$ cat src/rtl/bp_defs.sv
// rtl/bp_defs.sv - shared index/tag slicing and counter constants for the branch predictor
`ifndef BP_DEFS_SV
`define BP_DEFS_SV

// Table index: word-aligned PC bits just above the byte offset.
`define BP_IDX(pc, iw) pc[(iw)+1:2]
// Partial tag: the TAG_W bits directly above the index.
`define BP_TAG(pc, iw, tw) pc[(iw)+(tw)+1:(iw)+2]

package bp_defs;

    // Counter value written on allocation: lowest value that still predicts taken.
    function automatic int cnt_weak_taken(input int cnt_w);
        return 1 << (cnt_w - 1);
    endfunction

    // Counter value after reset: highest value that still predicts not-taken.
    function automatic int cnt_weak_not_taken(input int cnt_w);
        return (1 << (cnt_w - 1)) - 1;
    endfunction

    // Entry record layout, most significant field first:
    //   valid | tag[TAG_W] | target[XLEN] | cnt[CNT_W] | jump
    localparam int ENTRY_FIELDS = 5;

endpackage

`endif

$ cat src/rtl/sat_counter.sv
// rtl/sat_counter.sv - saturating up/down direction counter next-value logic
module sat_counter #(
    parameter int CNT_W = 2
) (
    input  logic [CNT_W-1:0] cnt,
    input  logic             inc,
    input  logic             en,
    output logic [CNT_W-1:0] next
);

    localparam logic [CNT_W-1:0] CNT_MAX = '1;
    localparam logic [CNT_W-1:0] CNT_MIN = '0;
    localparam logic [CNT_W-1:0] CNT_ONE = CNT_W'(1);

    // Step toward the outcome, holding at either end of the range.
    always_comb begin
        next = cnt;
        if (en) begin
            if (inc && (cnt != CNT_MAX)) begin
                next = cnt + CNT_ONE;
            end else if (!inc && (cnt != CNT_MIN)) begin
                next = cnt - CNT_ONE;
            end
        end
    end

endmodule

$ cat src/rtl/branch_predictor.sv
// rtl/branch_predictor.sv - BTB with direction counters, EX mispredict/redirect and perf counters
`include "bp_defs.sv"

module branch_predictor
    import bp_defs::*;
#(
    parameter int XLEN    = 32,
    parameter int ENTRIES = 16,
    parameter int TAG_W   = 8,
    parameter int CNT_W   = 2
) (
    input  logic            clk,
    input  logic            rst,
    input  logic [XLEN-1:0] if_pc,
    output logic            pred_hit,
    output logic            pred_taken,
    output logic [XLEN-1:0] pred_target,
    input  logic            tbl_flush,
    input  logic            ex_valid,
    input  logic [XLEN-1:0] ex_pc,
    input  logic            ex_is_jump,
    input  logic            ex_taken,
    input  logic [XLEN-1:0] ex_target,
    input  logic            ex_pred_taken,
    input  logic [XLEN-1:0] ex_pred_target,
    output logic            mispredict,
    output logic [XLEN-1:0] redirect_pc,
    output logic [31:0]     perf_branches,
    output logic [31:0]     perf_mispredicts
);

    localparam int IDX_W = $clog2(ENTRIES);

    localparam logic [CNT_W-1:0] CNT_WT  = CNT_W'(cnt_weak_taken(CNT_W));
    localparam logic [CNT_W-1:0] CNT_WNT = CNT_W'(cnt_weak_not_taken(CNT_W));
    localparam logic [XLEN-1:0]  PC_STEP = XLEN'(4);

    typedef struct packed {
        logic             valid;
        logic [TAG_W-1:0] tag;
        logic [XLEN-1:0]  target;
        logic [CNT_W-1:0] cnt;
        logic             jump;
    } entry_t;

    entry_t tbl [ENTRIES];

    logic [IDX_W-1:0] if_idx;
    logic [TAG_W-1:0] if_tag;
    logic [IDX_W-1:0] ex_idx;
    logic [TAG_W-1:0] ex_tag;
    logic             ex_hit;
    logic [CNT_W-1:0] cnt_next;

    assign if_idx = `BP_IDX(if_pc, IDX_W);
    assign if_tag = `BP_TAG(if_pc, IDX_W, TAG_W);
    assign ex_idx = `BP_IDX(ex_pc, IDX_W);
    assign ex_tag = `BP_TAG(ex_pc, IDX_W, TAG_W);

    // Fetch-side lookup: no bypass, so same-cycle updates are not seen here.
    always_comb begin
        pred_hit    = tbl[if_idx].valid && (tbl[if_idx].tag == if_tag);
        pred_taken  = pred_hit && (tbl[if_idx].jump || tbl[if_idx].cnt[CNT_W-1]);
        pred_target = pred_taken ? tbl[if_idx].target : (if_pc + PC_STEP);
    end

    // EX-side resolution against the prediction that travelled down the pipe.
    always_comb begin
        ex_hit      = tbl[ex_idx].valid && (tbl[ex_idx].tag == ex_tag);
        mispredict  = ex_valid && ((ex_pred_taken != ex_taken) ||
                                   (ex_taken && (ex_pred_target != ex_target)));
        redirect_pc = ex_taken ? ex_target : (ex_pc + PC_STEP);
    end

    sat_counter #(
        .CNT_W (CNT_W)
    ) u_sat_counter (
        .cnt  (tbl[ex_idx].cnt),
        .inc  (ex_taken),
        .en   (ex_valid),
        .next (cnt_next)
    );

    // Table storage: flush beats training; misses allocate only on taken outcomes.
    always_ff @(posedge clk or negedge rst) begin
        if (!rst) begin
            for (int i = 0; i < ENTRIES; i++) begin
                tbl[i].valid  <= 1'b0;
                tbl[i].tag    <= '0;
                tbl[i].target <= '0;
                tbl[i].cnt    <= CNT_WNT;
                tbl[i].jump   <= 1'b0;
            end
        end else if (tbl_flush) begin
            for (int i = 0; i < ENTRIES; i++) begin
                tbl[i].valid <= 1'b0;
            end
        end else if (ex_valid) begin
            if (ex_hit) begin
                tbl[ex_idx].cnt <= cnt_next;
                if (ex_taken) begin
                    tbl[ex_idx].target <= ex_target;
                    tbl[ex_idx].jump   <= ex_is_jump;
                end
            end else if (ex_taken) begin
                tbl[ex_idx].valid  <= 1'b1;
                tbl[ex_idx].tag    <= ex_tag;
                tbl[ex_idx].target <= ex_target;
                tbl[ex_idx].cnt    <= CNT_WT;
                tbl[ex_idx].jump   <= ex_is_jump;
            end
        end
    end

    // Performance counters keep running through flushes and wrap naturally.
    always_ff @(posedge clk or negedge rst) begin
        if (!rst) begin
            perf_branches    <= '0;
            perf_mispredicts <= '0;
        end else begin
            if (ex_valid) begin
                perf_branches <= perf_branches + 32'd1;
            end
            if (mispredict) begin
                perf_mispredicts <= perf_mispredicts + 32'd1;
            end
        end
    end

endmodule
$ cat config.mk
export PLATFORM = sky130hd
export DESIGN_NAME = branch_predictor
export DESIGN_NICKNAME = d
export VERILOG_FILES = /design/src/rtl/sat_counter.sv /design/src/rtl/branch_predictor.sv
export VERILOG_INCLUDE_DIRS = /design/src /design/src/rtl
export SDC_FILE = /design/constraint.sdc
export NUM_CORES = 1
export LEC_CHECK = 0
export ABC_CLOCK_PERIOD_IN_PS = 3800
export BUFFER_PORTS_ARGS = -buffer_cell sky130_fd_sc_hd__buf_2
export CAP_MARGIN = 10
export CORE_MARGIN = 10
export CORE_UTILIZATION = 45
export CTS_CLUSTER_SIZE = 30
export DETAILED_ROUTE_END_ITERATION = 10
export PLACE_DENSITY_LB_ADDON = 0.15
export SETUP_SLACK_MARGIN = 0.2
export SKIP_CTS_REPAIR_TIMING = 1
export SLEW_MARGIN = 40
export SYNTH_ARGS = -nofsm -noshare
export SYNTH_HDL_FRONTEND = slang
export SYNTH_SLANG_ARGS = --single-unit
$ cat constraint.sdc
create_clock -name clk -period 3.8 [get_ports clk]
set_input_delay 0.38 -clock clk [delete_from_list [all_inputs] [get_ports clk]]
set_output_delay 0.38 -clock clk [all_outputs]
set_load 0.05 [all_outputs]
Yosys cells after proc, flatten, opt, wreduce, memory -nomap -nowiden
Cells that the tools add are included.
- reduce and logical (&&, ||, !) cells: 17
- magnitude comparators: 3
- $add $sub $neg: 6
- muxes and demuxes: 49
- equal/unequal tests: 5
- bitwise gates (word level): 3
- operator list (cell ; number):
    $bwmux 704 ; 8
    $mux 704 ; 4
    $demux 44 s4 ; 5
    $bmux 44 s4 ; 2
    $mux 44 ; 5
    $add 32x1->32 const B ; 2
    $add 32x3->32 const B ; 2
    $mux 32 ; 2
    $mux 43 ; 1
    $mux 35 ; 1
    $ne 32x32->1 ; 1
    $mux 1 ; 17
    $eq 8x8->1 ; 2
    $ge 5x5->1 const B ; 2
    $not 4->5 ; 2
    $logic_and 1x1->1 ; 8
    $mux 2 ; 3
    $reduce_bool 2->1 ; 3
    $lt 5x1->1 const B ; 1
    $mux 3 ; 1
    $reduce_and 3->1 ; 1
    $reduce_bool 3->1 ; 1
    $add 2x1->2 const B ; 1
    $logic_or 1x1->1 ; 2
    6 further kinds ; 6
- logic and storage cells: 165
- bits of input ports: 135
- bits in registers: 768

Depth between registers and ports, before layout
Gate-level depths: netlist (run 1).
- depth after elaboration: 16
- gate-level depth with buffers: 13
- gate-level depth less buffers: 11

Cells and area by module
From an unflattened synthesis (run 1), not the netlist that was laid out.
- cell total of the unflattened synthesis: 3250
- area total of the unflattened synthesis: 39157.6 um^2
- modules (own cells, without submodules) (module ; times used ; cells each ; sequential area each (um^2) ; area each (um^2)):
    branch_predictor ; 1 ; 3240 ; 19238.5 ; 39088.7
    sat_counter ; 1 ; 10 ; 0.0 ; 68.8

Worst setup path before layout (run 1)
OpenSTA, ideal clock, no wires.
- kind: input to output
- start: input ex_pc[5]
- end: output redirect_pc[28]
- data arrival time: 3.324 ns
- setup slack: 0.096 ns
- cell stages on the path: 9
- path through: clkbuf_1 buf_2 nand3_1 nor4_1 nand2_1 nor2_1 nand2_1 xor2_1 o21ai_0
- word-level cells in the longest chain between the ends: 2
- RTL lines (element ; line ; source):
    start: declaration ; branch_predictor.sv:20 ; input logic [XLEN-1:0] ex_pc,
    $add 32x3->32 ; branch_predictor.sv:72 ; redirect_pc = ex_taken ? ex_target : (ex_pc + PC_STEP);
    $mux 32 ; branch_predictor.sv:72 ;
    end: declaration ; branch_predictor.sv:27 ; output logic [XLEN-1:0] redirect_pc,
Every way passes these cells.

Worst setup path in the final report (run 1)
- start: register tbl[79] in the netlist's numbering
- end: output pred_target[4]
- word-level cells in the longest chain between the ends: 7
- RTL lines (element ; line ; source):
    start: declaration ; branch_predictor.sv:46 ; entry_t tbl [ENTRIES];
    $bmux 44 s4 ; branch_predictor.sv:62 ; pred_hit = tbl[if_idx].valid && (tbl[if_idx].tag == if_tag);
    $mux 44 (2 in series) ; -- ;
    $eq 8x8->1 ; branch_predictor.sv:62 ;
    $logic_and 1x1->1 ; branch_predictor.sv:62 ;
    $logic_and 1x1->1 ; branch_predictor.sv:63 ; pred_taken = pred_hit && (tbl[if_idx].jump || tbl[if_idx].cnt[CNT_W-1]);
    $mux 32 ; branch_predictor.sv:64 ; pred_target = pred_taken ? tbl[if_idx].target : (if_pc + PC_STEP);
    end: declaration ; branch_predictor.sv:17 ; output logic [XLEN-1:0] pred_target,
Every way passes these cells. The select of a mux whose other input is x is not followed.

==> results.txt, run 1 <==
Clock period minus worst slack: 3.68 ns. The tools report the maximum vdd ir drop as 0.311 mV. The longest clock path from root to sink contains 3 buffers.

The tools report the minimum setup slack among reg-to-reg paths as 0.61 ns. Number of nets produced by synthesis: 2823. The remaining antenna violation count came out at 0. The prevailing post-synth register cell was sky130_fd_sc_hd__dfrtp_1. The sequential share of the synthesized area is 0.499, and the Yosys warning count is 0.

The overall die width came out at 313 um. Setup repair after global routing could not meet its margin everywhere. The basic-gate share of the synthesized area counting and, or, nand and nor cells is 0.0490, and the initial core utilization is 0.453. In this run the critical register-to-register path is launched from tbl[302]. 266 I/O pins were placed. For the wire length of the first global-routing pass, the log shows 177000 um. Leakage power summed over all cells: 20.3 nW. For the worst-skew pair, the clock arrives at the later sink with an insertion delay of 0.64 ns. Entering global routing, the biggest net connects 94 pins.

The worst setup path is of the flip-flop to output pin kind. The number of storage elements in the synthesis netlist works out to 768. Share of flip-flops with an asynchronous set or reset after synthesis: 1.00.

Dividing the detail-routed wire length by the instance count gives 28.9 um. Compound-cell area share of the yosys netlist: 0.0203. For the CTS H-tree depth, the log shows 3. The netlist area before placement is 0.0385 mm2, and the remaining global-route overflow is 0.

The flow ran to the end, and the final reports show no timing, DRC or antenna violations. The dominant combinational cell family by area after synthesis is multiplexers. After the first detailed-routing iteration, the DRC count stood at 1850. The multiplexer area fraction after synthesis is 0.360. In this run the worst path has a maximum fanout of 15. TritonCTS built the clock tree. The setup slack after layout is 0.118 ns. The adder and majority cell fraction of the synthesized area was 0.00292.

The final core utilization is 0.528. In this run the tool buffered the top-level ports with 265 buffer cells. The endpoint identified for the worst register-to-register timing path is tbl[216].

The period utilization was 0.969; the area of all placed cells without fillers was 0.0449 mm2. The run gives 6 as the detailed-router iteration count before antenna repair. Startpoint of the most critical setup path: tbl[79].

The vertical die dimension came out at 313 um. Clock tree synthesis inserted a total of 85 buffers. The number of antenna violations at the first check in global routing came out at 6. Count of unique library cells instantiated by Yosys: 53. Timing analysis after detailed placement gives a worst setup slack of 0.157 ns. CTS placed an instance of sky130_fd_sc_hd__clkbuf_16 at the clock tree root.

The number of endpoints failing setup at the final stage was 0; the logic depth of the worst register-to-register path was 8. In the routed layout, each cell is associated on average with a via count of 5.93. The post-synthesis cell count is 2679, and the power density over the cells is 488 mW/mm2. At the pin with the least slew margin, the transition time is 0.825 ns. The number of global-route vias before repair was 26200. The share of final-layout standard cells stronger than drive strength 1 came out at 0.511. Clock-pin slew was measured on the worst setup and hold paths at 0.05 ns. The run gives 0 as the max-slew violation total from the final report. Kind of end point of the critical path: an output pin. The run gives 0 as the residual DRC count. The synthesized design contains 0 enable-type register cells. Static timing analysis puts the maximum clock frequency at 272 MHz.

The min-delay analysis places its worst path in the category primary input to flip-flop. The synthesized area per cell was 14.4 um2; the core region area was 0.0850 mm2. For the clock tree skew after final layout, the log shows 0.0263 ns. The worst path required time is 3.42 ns, and the number of sinks on the clock net is 768. For the count of vias placed by the detailed router, the log shows 24500.

The max capacitance violation total was 0; the post-detailed-placement cell area was 0.0418 mm2. The xor/xnor cell area share of the yosys netlist works out to 0.0398. Data arrives at the worst endpoint at 3.30 ns. Along the worst hold path, the cell count comes to 3. For the headroom to the max-slew limit, the log shows 0.448. The aggregate global-route resource usage was 0.241. The tools report the destination of the critical timing path as pred_target[4]. The initialized floorplan defines 107 standard-cell rows. The detailed-route wire length came out at 120000 um. The final layout contains 3063 nets.

From synthesis to final layout, the design area changed by 16.4%. The routability-driven placement congestion ratio is 0.891, and the half-perimeter wire length after detailed placement is 79700 um. The die covers 0.0977 mm2. STA classifies the critical path startpoint as a flip-flop. Total count of hold-check failures in the final report: 0.
==> power breakdown <==
| group | leakage (nW) | internal (mW) | switching (mW) |
|---|---|---|---|
| clock | 1.37 | 4.69 | 3.47 |
| sequential | 10.2 | 9.22 | 0.720 |
| combinational | 8.77 | 1.84 | 1.95 |
==> area by class of cell <==
class | instances | area, um2
repair buffers | 380 | 2900
multi-input cells | 1649 | 18400
diodes | 4 | 10.0
inverters | 35 | 136
well taps | 1144 | 1430
clock buffers | 120 | 2470
clock inverters | 34 | 309
flip-flops and latches | 768 | 19200
fillers | 7093 | 40100
==> cell usage after synthesis, types with 39 or more instances <==
master / number / share of area
sky130_fd_sc_hd__dfrtp_1: 752 / 0.49
sky130_fd_sc_hd__mux2_2: 696 / 0.20
sky130_fd_sc_hd__mux4_2: 236 / 0.14
sky130_fd_sc_hd__clkbuf_1: 147 / 0.014
sky130_fd_sc_hd__nand2_1: 102 / 0.0099
sky130_fd_sc_hd__xor2_1: 99 / 0.023
sky130_fd_sc_hd__nor2_1: 79 / 0.0077
sky130_fd_sc_hd__xnor2_1: 76 / 0.017
sky130_fd_sc_hd__o21ai_0: 65 / 0.0084
sky130_fd_sc_hd__mux2i_1: 49 / 0.013
sky130_fd_sc_hd__nand3_1: 45 / 0.0058
sky130_fd_sc_hd__buf_1: 39 / 0.0038
==> worst min-delay path by stage <==
| stage | from | end | slack, ns |
|---|---|---|---|
| floorplan | rst | perf_branches[0] | 0.08 |
| global placement | perf_mispredicts[31] | perf_mispredicts[31] | 0.46 |
| detailed placement | perf_mispredicts[31] | perf_mispredicts[31] | 0.46 |
| CTS | rst | perf_branches[29] | -0.20 |
| global route | ex_valid | perf_branches[0] | 0.17 |
| finish | ex_valid | perf_branches[0] | 0.19 |
==> critical path, cell delays in order, from the launching register on <==
cell,delay [ns]
sky130_fd_sc_hd__dfrtp_1,0.42
sky130_fd_sc_hd__mux4_2,0.48
sky130_fd_sc_hd__mux2i_1,0.20
sky130_fd_sc_hd__xor2_1,0.17
sky130_fd_sc_hd__nand4_1,0.23
sky130_fd_sc_hd__o22ai_2,0.23
sky130_fd_sc_hd__nand3_2,0.11
sky130_fd_sc_hd__buf_8,0.17
sky130_fd_sc_hd__buf_12,0.16
sky130_fd_sc_hd__mux2_4,0.33
sky130_fd_sc_hd__buf_12,0.15
==> per-layer routing <==
| layer | up-vias | global-route usage | share of wire |
|---|---|---|---|
| li1 | 10300 | - | - |
| met1 | 13200 | 0.325 | 0.43 |
| met2 | 804 | 0.380 | 0.47 |
| met3 | 221 | 0.0478 | 0.061 |
| met4 | 4 | 0.0982 | 0.042 |
| met5 | - | 0 | 0.00018 |
==> through the flow <==
stage                     cells  setup TNS, ns  hold slack (ns)  total power [mW]
after floorplan            2679              0           0.0844              12.4
after global placement     3970              0            0.456              13.6
after detailed placement   3970              0            0.457              13.8
after CTS                  4124          -3.97           -0.200              22.0
after global routing       4132              0            0.175              22.7
final                      4134              0            0.187              21.9
==> layout by cell type, fill, tap and decap left out, types with 5 or more instances in the layout <==
master,netlist,final
sky130_fd_sc_hd__nand2_1,102,102
sky130_fd_sc_hd__nand3_1,45,44
sky130_fd_sc_hd__nor4_2,6,9
sky130_fd_sc_hd__dfstp_2,16,16
sky130_fd_sc_hd__o21ai_4,12,12
sky130_fd_sc_hd__a22oi_1,6,6
sky130_fd_sc_hd__inv_1,33,31
sky130_fd_sc_hd__nor4_1,13,10
sky130_fd_sc_hd__nor3_1,32,32
sky130_fd_sc_hd__and3_1,19,19
sky130_fd_sc_hd__clkinv_2,0,20
sky130_fd_sc_hd__a21oi_1,11,11
sky130_fd_sc_hd__clkbuf_8,0,19
sky130_fd_sc_hd__buf_12,1,36
sky130_fd_sc_hd__clkbuf_1,147,15
sky130_fd_sc_hd__clkbuf_16,0,86
sky130_fd_sc_hd__buf_2,27,226
sky130_fd_sc_hd__mux2_4,0,5
sky130_fd_sc_hd__ha_1,9,9
sky130_fd_sc_hd__buf_8,0,6
sky130_fd_sc_hd__xnor2_1,76,76
sky130_fd_sc_hd__nand4_1,33,33
sky130_fd_sc_hd__nor2_1,79,64
sky130_fd_sc_hd__mux4_2,236,236
sky130_fd_sc_hd__buf_6,5,25
sky130_fd_sc_hd__mux2i_1,49,49
sky130_fd_sc_hd__xor2_1,99,99
sky130_fd_sc_hd__mux4_1,9,9
sky130_fd_sc_hd__and4_1,6,6
sky130_fd_sc_hd__nor4_4,6,6
sky130_fd_sc_hd__buf_4,8,85
sky130_fd_sc_hd__dfrtp_1,752,752
sky130_fd_sc_hd__mux2_2,696,691
sky130_fd_sc_hd__o21ai_0,65,61
sky130_fd_sc_hd__clkinvlp_4,0,7
sky130_fd_sc_hd__nor2_4,0,15
==> sequential cells by signal, summed over array words and instances, names as in the netlist <==
signal	cells
tbl	704
perf_branches	32
perf_mispredicts	32
==> logic make-up after synthesis <==
| group | Yosys count |
|---|---|
| flops | 768 |
| compound gates | 111 |
| fa+ha+maj | 9 |
| simple gates | 364 |
| buf+inv | 262 |
| mux | 990 |
| xor+xnor | 175 |
Power figures use the tool's default switching activity.
==> run 2: changes to the inputs <==
--- a/config.mk
+++ b/config.mk
@@ -14,7 +14,6 @@
 export CTS_CLUSTER_SIZE = 30
 export DETAILED_ROUTE_END_ITERATION = 10
 export PLACE_DENSITY_LB_ADDON = 0.15
-export SETUP_SLACK_MARGIN = 0.2
 export SKIP_CTS_REPAIR_TIMING = 1
 export SLEW_MARGIN = 40
 export SYNTH_ARGS = -nofsm -noshare
==> results.txt, run 2 (synthesis gave the netlist of run 1 again) <==
The final total power is 22.5 mW (+2.8%), and the arrival time reported for the critical path endpoint is 3.45 ns (+0.15 ns). Vertical die dimension: 313 um (unchanged). Number of global-route vias before repair: 26100 (-0.47%). The actual transition at the worst max-transition pin works out to 0.778 ns (-0.0467 ns).

The maximum vdd ir drop is 0.325 mV (+4.4%). The largest registers in the layout are tbl (704), perf_branches (32), perf_mispredicts (32). The checks that failed: negative setup slack. The tools report the number of nets in the final layout as 3089 (+0.85%).

The number of endpoints failing setup at the final stage was 17 (+17). Number of antenna violations at the first check in global routing: 5 (-1). The worst hold path begins at ex_valid.

The period utilization is 1.01 (+0.0382). The number of I/O port buffers came out at 265 (unchanged). The residual DRC count is 0 (unchanged), and the largest buffer count on any clock path is 3 (unchanged). The tools report the core region area as 0.0850 mm2 (unchanged). The logs give 0 (unchanged) for the total count of hold-check failures in the final report and 175000 um (-1.1%) for the wire length of the first global-routing pass. The run gives 7032 (-0.86%) as the final-layout fill cell count.

Max-slew violation total from the final report: 0 (unchanged). The flip-flop count of the largest register after layout came out at 704 (unchanged). The leakage power summed over all cells came out at 20.6 nW (+1.5%). The flow ran to the end, but the final reports show violations. Setup repair after global routing could not meet its margin everywhere. Max capacitance violation total: 0 (unchanged). The master cell of the clock root buffer is sky130_fd_sc_hd__clkbuf_16. The post-detailed-route via-to-cell ratio was 5.87 (-1.1%); the routability-driven placement congestion ratio was 0.862 (-3.2%). The number of core rows is 107 (unchanged). The run gives 0.0422 mm2 (+1.0%) as the post-detailed-placement cell area. The clock period minus worst slack is 3.83 ns (+0.145 ns), and the half-perimeter wire length after detailed placement is 77000 um (-3.4%). The remaining global-route overflow was 0 (unchanged).

For the remaining antenna violation count, the log shows 0 (unchanged). The power density over the cells works out to 495 mW/mm2 (+1.5%). The run gives 0.0977 mm2 (unchanged) as the floorplan die area. Startpoint of the most critical setup path: tbl[86].

The tools report the beginning of the worst register-to-register path as tbl[126]. The number of sinks on the clock net is 768 (unchanged), and the routed wirelength normalized by instance count is 28.1 um (-2.7%). Maximum fanout count along the critical path: 5 (-10). TritonCTS built the clock tree.

In the layout the commonest cells are sky130_fd_sc_hd__dfrtp_1, sky130_fd_sc_hd__mux2_2, sky130_fd_sc_hd__buf_2. The tools report the headroom to the max-slew limit as 0.481 (+0.0330). Ranked by flip-flop count, first place goes to tbl. For the source-to-sink clock delay at the later pin of the worst-skew pair, the log shows 0.65 ns (about the same).

CTS H-tree depth: 3 (unchanged). For the worst path required time, the log shows 3.42 ns (about the same). The tools report the cell total after placement as 3995 (+0.63%). The startpoint kind of the worst setup timing path was a flip-flop. The aggregate global-route resource usage is 0.235 (-0.00575), and the initial core utilization is 0.453 (unchanged). The maximum number of pins on one net before global-route repair is 106 (+13%). For the TritonCTS buffer count, the log shows 86 (+1.2%).

The worst setup path is captured at an output pin. Area of all placed cells without fillers: 0.0454 mm2 (+1.3%). The clock tree skew after final layout came out at 0.0187 ns (-0.00765 ns). The delay contributed by the slowest stage of the critical path is 0.50 ns (+0.02 ns).

The share of final-layout standard cells stronger than drive strength 1 came out at 0.518 (+0.00736). The worst setup path is of the flip-flop to output pin kind. The master of the slowest instance on the critical path is sky130_fd_sc_hd__mux4_2.

The run gives 5 (-1) as the detailed-router iteration count before antenna repair. The critical path goes through mux4_2 > mux2i_2 > xor2_1 > nand4_1 > o22ai_2 > nand3_4 > clkinvlp_4 > mux2_2 > buf_6. The library cell used most frequently in the layout, excluding fill and tap cells, is sky130_fd_sc_hd__dfrtp_1. Count of vias placed by the detailed router: 24400 (-0.40%). The clock transition at the registers of the reported paths works out to 0.06 ns (about the same). The path class of the tightest hold or removal check is primary input to flip-flop.

For the setup slack after layout, the log shows -0.0274 ns (-0.145 ns). The logs give 117000 um (-2.0%) for the detailed-route wire length and 1534 (-17%) for the starting DRC count in detailed routing. The run gives 4163 (+0.70%) as the final cell count without fillers.

The final core utilization was 0.534 (+0.00673). The maximum clock frequency was 261 MHz (-3.8%); the overall die width was 313 um (unchanged). The synthesis-to-layout area growth was 17.9%; the I/O pin count was 266 (unchanged).
-- run 2: path summary, 6_finish.rpt --
kind,end,slack (ns),depth (start not counted)
min,perf_branches[0],0.11,3
max,pred_target[3],-0.03,9
min reg2reg,perf_mispredicts[31],0.46,1
max reg2reg,tbl[611],0.73,9
min in group asynchronous,perf_branches[29],0.24,2
max in group asynchronous,tbl[376],2.20,4
-- run 2: metal layers --
| metal | wire length [um] | up-vias | part of all wire | global-route usage |
|---|---|---|---|---|
| met5 | 11 | - | 0.000094 | 0 |
| met2 | 56000 | 673 | 0.48 | 0.379 |
| met3 | 6140 | 166 | 0.052 | 0.0401 |
| li1 | - | 10400 | - | - |
| met1 | 51300 | 13200 | 0.44 | 0.324 |
| met4 | 3670 | 2 | 0.031 | 0.0745 |
-- run 2: worst max-delay path: cells and delay by family (launching register included) --
kind / cells / cell delay [ns]
flip-flops: 1 / 0.40
XOR/XNOR: 1 / 0.21
buffers and inverters: 2 / 0.39
AND/OR/NAND/NOR: 2 / 0.45
multiplexers: 3 / 1.09
AO/OA/AOI/OAI: 1 / 0.26
-- run 2: cell type report --
| type | instances | area (um2) | share of cell area |
|---|---|---|---|
| Tap cell | 1144 | 1430 | 0.0315 |
| Sequential cell | 768 | 19200 | 0.423 |
| Antenna cell | 4 | 10.0 | 0.000220 |
| Multi-Input combinational cell | 1649 | 18400 | 0.404 |
| Inverter | 35 | 136 | 0.00300 |
| Clock inverter | 40 | 524 | 0.0115 |
| Timing Repair Buffer | 405 | 3220 | 0.0708 |
| Clock buffer | 118 | 2510 | 0.0553 |
-- run 2: where the power goes --
| group | internal, mW | switching [mW] |
|---|---|---|
| sequential | 9.22 | 0.662 |
| combinational | 1.84 | 1.96 |
| clock | 5.33 | 3.49 |
-- run 2: metrics by stage --
step | TNS, ns | worst slack (ns) | hold WS (ns)
2_1_floorplan | 0 | 0.0961 | 0.0844
3_3_place_gp | 0 | 0.141 | 0.455
3_5_place_dp | 0 | 0.193 | 0.316
4_1_cts | -2.53 | -0.114 | -0.361
5_1_grt | -3.12 | -0.121 | 0.143
6_report | -0.173 | -0.0274 | 0.114
